File: src/rtl/mem_lsu.sv
// MEM-stage load/store unit: big-endian byte lanes, registered req/ack data bus with ack timeout.
// Define MEM_ALIGN_CHK_EN to reject misaligned half/word accesses and add the align_err_o port.
module mem_lsu #(
    parameter int unsigned TIMEOUT = 16
) (
    input  logic        clk,
    input  logic        rst,
    input  logic [4:0]  wd_i,
    input  logic        wreg_i,
    input  logic [31:0] wdata_i,
    input  logic [7:0]  aluop_i,
    input  logic [31:0] mem_addr_i,
    input  logic [31:0] reg2_i,
    output logic [4:0]  wd_o,
    output logic        wreg_o,
    output logic [31:0] wdata_o,
    output logic        stallreq_o,
    output logic        bus_req_o,
    output logic        bus_we_o,
    output logic [31:0] bus_addr_o,
    output logic [3:0]  bus_sel_o,
    output logic [31:0] bus_data_o,
    input  logic        bus_ack_i,
    input  logic [31:0] bus_data_i,
    output logic        bus_err_o
`ifdef MEM_ALIGN_CHK_EN
    ,
    output logic        align_err_o
`endif
);

    localparam logic [7:0] OP_LB  = 8'b11100000;
    localparam logic [7:0] OP_LH  = 8'b11100001;
    localparam logic [7:0] OP_LW  = 8'b11100011;
    localparam logic [7:0] OP_LBU = 8'b11100100;
    localparam logic [7:0] OP_LHU = 8'b11100101;
    localparam logic [7:0] OP_SB  = 8'b11101000;
    localparam logic [7:0] OP_SH  = 8'b11101001;
    localparam logic [7:0] OP_SW  = 8'b11101011;

    // Abort fires on the edge that would bring the wait count up to TIMEOUT.
    localparam logic [7:0] CNT_LAST = 8'(TIMEOUT - 1);

    typedef enum logic [1:0] {S_IDLE, S_ACCESS, S_DONE} state_t;
    typedef enum logic [1:0] {SZ_BYTE, SZ_HALF, SZ_WORD} sz_e;

    state_t      state_q;
    logic [7:0]  cnt_q;
    logic [31:0] rdata_q;

    logic        is_mem;
    logic        is_load;
    logic        is_signed;
    sz_e         size;
    logic        misaligned;
    logic [3:0]  sel_d;
    logic [31:0] sdata_d;
    logic [31:0] load_d;
    logic [7:0]  byte_v;
    logic [15:0] half_v;

    // NOTE: every combinational output gets a default first so no path leaves it unassigned (no latch).
    always_comb begin : decode
        is_mem    = 1'b1;
        is_load   = 1'b0;
        is_signed = 1'b0;
        size      = SZ_WORD;
        case (aluop_i)
            OP_LB:   begin is_load = 1'b1; is_signed = 1'b1; size = SZ_BYTE; end
            OP_LBU:  begin is_load = 1'b1; size = SZ_BYTE; end
            OP_LH:   begin is_load = 1'b1; is_signed = 1'b1; size = SZ_HALF; end
            OP_LHU:  begin is_load = 1'b1; size = SZ_HALF; end
            OP_LW:   is_load = 1'b1;
            OP_SB:   size = SZ_BYTE;
            OP_SH:   size = SZ_HALF;
            OP_SW:   size = SZ_WORD;
            default: is_mem = 1'b0;
        endcase
    end

`ifdef MEM_ALIGN_CHK_EN
    assign misaligned = is_mem &&
                        ((size == SZ_HALF && mem_addr_i[0]) ||
                         (size == SZ_WORD && mem_addr_i[1:0] != 2'b00));
`else
    assign misaligned = 1'b0;
`endif

    // Lane 0 (sel bit 3) is the most significant byte: big-endian.
    always_comb begin : lanes
        sel_d   = 4'b1111;
        sdata_d = reg2_i;
        byte_v  = rdata_q[31:24];
        half_v  = rdata_q[31:16];
        load_d  = rdata_q;
        case (size)
            SZ_BYTE: begin
                sdata_d = {4{reg2_i[7:0]}};
                case (mem_addr_i[1:0])
                    2'b00:   begin sel_d = 4'b1000; byte_v = rdata_q[31:24]; end
                    2'b01:   begin sel_d = 4'b0100; byte_v = rdata_q[23:16]; end
                    2'b10:   begin sel_d = 4'b0010; byte_v = rdata_q[15:8];  end
                    default: begin sel_d = 4'b0001; byte_v = rdata_q[7:0];   end
                endcase
                load_d = is_signed ? {{24{byte_v[7]}}, byte_v} : {24'b0, byte_v};
            end
            SZ_HALF: begin
                sdata_d = {2{reg2_i[15:0]}};
                if (mem_addr_i[1]) begin
                    sel_d  = 4'b0011;
                    half_v = rdata_q[15:0];
                end else begin
                    sel_d  = 4'b1100;
                    half_v = rdata_q[31:16];
                end
                load_d = is_signed ? {{16{half_v[15]}}, half_v} : {16'b0, half_v};
            end
            default: ;
        endcase
    end

    // NOTE: sequential state uses non-blocking assignments so every register samples pre-edge values.
    always_ff @(posedge clk) begin
        if (rst) begin
            state_q    <= S_IDLE;
            cnt_q      <= 8'd0;
            rdata_q    <= 32'd0;
            bus_req_o  <= 1'b0;
            bus_we_o   <= 1'b0;
            bus_addr_o <= 32'd0;
            bus_sel_o  <= 4'd0;
            bus_data_o <= 32'd0;
            bus_err_o  <= 1'b0;
        end else begin
            bus_err_o <= 1'b0;
            case (state_q)
                S_IDLE: begin
                    if (is_mem && !misaligned) begin
                        state_q    <= S_ACCESS;
                        cnt_q      <= 8'd0;
                        bus_req_o  <= 1'b1;
                        bus_we_o   <= !is_load;
                        bus_addr_o <= {mem_addr_i[31:2], 2'b00};
                        bus_sel_o  <= sel_d;
                        bus_data_o <= sdata_d;
                    end
                end
                S_ACCESS: begin
                    if (bus_ack_i) begin
                        rdata_q   <= bus_data_i;
                        bus_req_o <= 1'b0;
                        state_q   <= S_DONE;
                    end else if (cnt_q == CNT_LAST) begin
                        rdata_q   <= 32'd0;
                        bus_req_o <= 1'b0;
                        bus_err_o <= 1'b1;
                        state_q   <= S_DONE;
                    end else begin
                        cnt_q <= cnt_q + 8'd1;
                    end
                end
                default: begin
                    cnt_q   <= 8'd0;
                    state_q <= S_IDLE;
                end
            endcase
        end
    end

    logic align_err_d;

    always_comb begin : wb_out
        wd_o        = wd_i;
        wreg_o      = wreg_i;
        wdata_o     = wdata_i;
        stallreq_o  = 1'b0;
        align_err_d = 1'b0;
        if (rst) begin
            wd_o    = 5'd0;
            wreg_o  = 1'b0;
            wdata_o = 32'd0;
        end else begin
            case (state_q)
                S_IDLE: begin
                    if (is_mem) begin
                        wreg_o = 1'b0;
                        if (misaligned) align_err_d = 1'b1;
                        else            stallreq_o  = 1'b1;
                    end
                end
                S_ACCESS: begin
                    wreg_o     = 1'b0;
                    stallreq_o = 1'b1;
                end
                default: begin
                    if (is_load) wdata_o = load_d;
                    else if (is_mem) wreg_o = 1'b0;
                end
            endcase
        end
    end

`ifdef MEM_ALIGN_CHK_EN
    assign align_err_o = align_err_d;
`else
    logic unused_align;
    assign unused_align = align_err_d;
`endif

endmodule

File: config.mk
export PLATFORM = sky130hd
export DESIGN_NAME = mem_lsu
export DESIGN_NICKNAME = d
export VERILOG_FILES = /design/src/rtl/mem_lsu.sv
export SDC_FILE = /design/constraint.sdc
export NUM_CORES = 1
export LEC_CHECK = 0
export BUFFER_PORTS_ARGS = -buffer_cell sky130_fd_sc_hd__buf_2
export CORE_MARGIN = 5
export CORE_UTILIZATION = 45
export CTS_CLUSTER_DIAMETER = 150
export DETAILED_ROUTE_END_ITERATION = 16
export GPL_ROUTABILITY_DRIVEN = 0
export GPL_TIMING_DRIVEN = 0
export PLACE_DENSITY = 0.76
export SLEW_MARGIN = 20
export SYNTH_ARGS = -nofsm -noshare
export SYNTH_HDL_FRONTEND = slang
export SYNTH_SLANG_ARGS = --single-unit
File: constraint.sdc
create_clock -name clk -period 3.51 [get_ports clk]
set_clock_uncertainty 0.15 [all_clocks]
set_input_delay 0.702 -clock clk [delete_from_list [all_inputs] [get_ports clk]]
set_output_delay 0.702 -clock clk [all_outputs]
set_load 0.02 [all_outputs]
==> flow_summary.json <==
{
  "whs_endpoint": "bus_addr_o[10]",
  "grt_remaining_overflow": 0,
  "cp_common_cell": "buf_2",
  "antenna_found_initial": 2,
  "die_w_um": 117.4,
  "relSlewSlack_pct": 49.93,
  "final_cell_count_no_fill": 1066,
  "core_mm2": 0.01137,
  "track_usage_pct": 25.98,
  "status": "completed",
  "grt_setup_unrepaired": "no",
  "crit_arrival_ns": 2.57,
  "crit_type": "primary input to primary output",
  "syn-cell-area_mm2": 0.005186,
  "viasPerCell": 5.482,
  "power_w": 0.002656,
  "path_clk_slew_ns": 0.07,
  "htree_num_levels": 3,
  "syn2layout_area_growth_pct": 35.63,
  "cts_buffer_depth": 2,
  "fin_nets": 1064,
  "dr.pass1.iters": 5,
  "ys_seq_elements": 111,
  "io_buffers": 251,
  "cts_buffers": 9,
  "path_cells": "buf_2, and4b_2, and3_2, buf_6, nand2_2, buf_2, a22oi_1, a311oi_1, buf_2",
  "routed_wl_um": 18800,
  "num_vias": 5844,
  "drive_gt1_share_pct": 34.06,
  "finalCritPeriodShare_pct": 97.35,
  "yosys.area.top_type": "dfxtp_1",
  "ys.flop_type": "dfxtp_1",
  "synth_area_per_cell_um2": 7.967,
  "synth_edf_count": 0,
  "r2r_slack_ns": 1.20,
  "cpPeakStageDelay_ns": 0.29,
  "cp.required_ns": 2.66,
  "hold_buffers": 0,
  "ys_types": 45,
  "synth_top_area_share_pct": 42.85,
  "worstHoldPathType": "register to register",
  "power.leakage_nw": 3.038,
  "dp_hpwl_um": 14580,
  "seq_area_frac_synth_pct": 42.85,
  "dp.cells": 1046,
  "die_y_um": 117.4,
  "reg2regPathDepth": 8,
  "start_kind": "primary input",
  "initial_utilization_pct": 45.61,
  "p_per_area_mw_per_mm2": 377.5,
  "drc_errors": 0,
  "grt_max_degree": 19,
  "hold_viol": 0,
  "regToRegStartpoint": "state_q[0]",
  "cp_max_fo": 10,
  "syn_inst": 651,
  "ir_drop_mv": 0.3137,
  "wire_per_inst_um": 17.64,
  "cap_violations": 0,
  "io_pins": 255,
  "clock_sinks": 111,
  "ys_top_cells_by_area": "dfxtp_1, nand2_1, nor2_1",
  "fmax_ghz": 0.2927,
  "slowest_stage": "buf_2",
  "grt_first_pass_wirelength_um": 29410,
  "clk_latency_ns": 0.35,
  "async_flop_share_pct": 0,
  "dieArea_mm2": 0.01377,
  "cts_root_buf": "clkbuf_16",
  "yosys_warnings": 0,
  "min_path_cells": 2,
  "maxSlewViolCount": 0,
  "min_period_ns": 3.417,
  "grt_pass1_vias": 5549,
  "reg2reg_to": "rdata_q[30]",
  "hp-start": "bus_addr_o[10]",
  "drt_iter0_markers": 560,
  "ant_nets": 0,
  "rows": 39,
  "tightest_slew_ns": 0.7460,
  "endpoint_kind": "primary output",
  "finalSetupViolCount": 0,
  "cts_tree": "done"
}
-- metal layers --
layer  track usage [%]  vias up  routed length [µm]
met2             40.66      281                8664
met3             6.978       38                1555
met1             34.79     2707                8086
li1                  -     2816                   -
met4             8.412        2                 479
met5                 0        -                  13
-- placed cells by master (no fill, tap or decap), types with 2 or more instances in the layout --
cell | synthesis | routed
buf_2 | 14 | 260
nand2_1 | 130 | 130
dfxtp_1 | 111 | 111
nor2_1 | 105 | 105
a21oi_1 | 47 | 47
a22oi_1 | 43 | 43
clkbuf_1 | 36 | 35
a311oi_1 | 26 | 23
a211oi_1 | 14 | 14
nor3_1 | 13 | 13
o21ai_1 | 12 | 12
mux2i_1 | 12 | 12
buf_4 | 3 | 10
nor2b_1 | 9 | 9
nand2b_1 | 9 | 9
o21ai_0 | 9 | 9
clkbuf_16 | 0 | 9
mux4_2 | 8 | 8
nand3_1 | 7 | 7
a221oi_2 | 0 | 5
xnor2_1 | 4 | 4
inv_1 | 3 | 3
a311oi_2 | 0 | 3
and2_1 | 3 | 3
mux2_2 | 2 | 2
buf_1 | 2 | 2
a221oi_1 | 7 | 2
clkbuf_2 | 1 | 2
nor4_1 | 2 | 2
conb_1 | 1 | 2
clkinv_4 | 0 | 2
-- worst max path at each step --
stage                     startpoint     endpoint  slack (ns)  cells past startpoint
after CTS                 aluop_i[4]  wdata_o[13]       0.007                      9
after global routing      aluop_i[4]   wdata_o[5]        0.01                      9
final                     aluop_i[5]   wdata_o[6]        0.09                      9
after global placement    aluop_i[4]   wdata_o[4]       -0.26                      9
after detailed placement  aluop_i[4]   wdata_o[4]       -0.20                      9
after floorplan           aluop_i[4]   wdata_o[0]        0.22                      7
-- worst max-delay path, delay by kind of cell --
| kind | cells | cell delay, ns |
|---|---|---|
| AOI/OAI and AO/OA | 2 | 0.41 |
| buffers and inverters | 4 | 0.77 |
| and+or+nand+nor | 3 | 0.68 |
-- cell usage after synthesis, drive strengths merged, types with 8 or more instances --
library cell,count
nand2,131
dfxtp,111
nor2,105
a21oi,47
a22oi,43
clkbuf,37
a311oi,26
o21ai,21
buf,19
a211oi,14
nor3,14
mux2i,12
nand2b,9
nor2b,9
mux4,8
-- cell families (layout without fill, tap and decap cells) --
group | Yosys count | after routing | share of synthesized area, %
AO/OA/AOI/OAI | 165 | 165 | 21.86
adder cells (fa/ha/maj) | 1 | 1 | 0.2412
flip-flops | 111 | 111 | 42.85
multiplexers | 22 | 22 | 6.224
XOR/XNOR | 5 | 5 | 0.8444
buffers and inverters | 59 | 329 | 4.849
other | 1 | 3 | 0.07231
AND/OR/NAND/NOR | 287 | 287 | 23.06
-- power by group --
group          switching, W  internal (W)  leakage [nW]
Clock              0.000467      0.000577         0.147
Combinational      0.000197      0.000132          2.00
Sequential       0.00000927       0.00127         0.896
Total              0.000673       0.00198          3.04
-- what timing repair did --
item,4_1_cts,5_1_grt
buffers inserted,3,1
endpoints found under the setup margin,16,14
pin swaps,1,0
gates resized for setup,9,11
-- sequential cells by signal, summed over array words and instances, names as in the netlist --
| signal | flops |
|---|---|
| state_q | 2 |
| bus_data_o | 32 |
| bus_err_o | 1 |
| bus_we_o | 1 |
| bus_addr_o | 30 |
| rdata_q | 32 |
| bus_sel_o | 4 |
| bus_req_o | 1 |
| cnt_q | 8 |
-- cell type report --
cell class              count  area [µm²]
clock inverters             5       66.31
plain buffers              56       252.7
repair buffers            255        1291
diodes                      1       2.502
flip-flops and latches    111        2222
multi-input cells         482        2770
well taps                 143       178.9
fillers                  1109        4335
inverters                   3       11.26
clock buffers              10       239.0
-- stage by stage --
stage | setup slack (ns) | instance area, µm² | TNS [ns] | hold slack, ns | util, %
finish | 0.09300 | 7034 | 0 | 0.3015 | 61.87
global route | 0.01092 | 7034 | 0 | 0.3188 | 61.87
floorplan | 0.2243 | 5190 | 0 | 0.2961 | -
detailed placement | -0.2013 | 6625 | -1.017 | 0.2932 | 58.27
CTS | 0.006706 | 6988 | 0 | 0.3036 | 61.46
global placement | -0.2648 | 6625 | -1.171 | 0.2888 | 58.27
(Power assumes the default switching activity.)
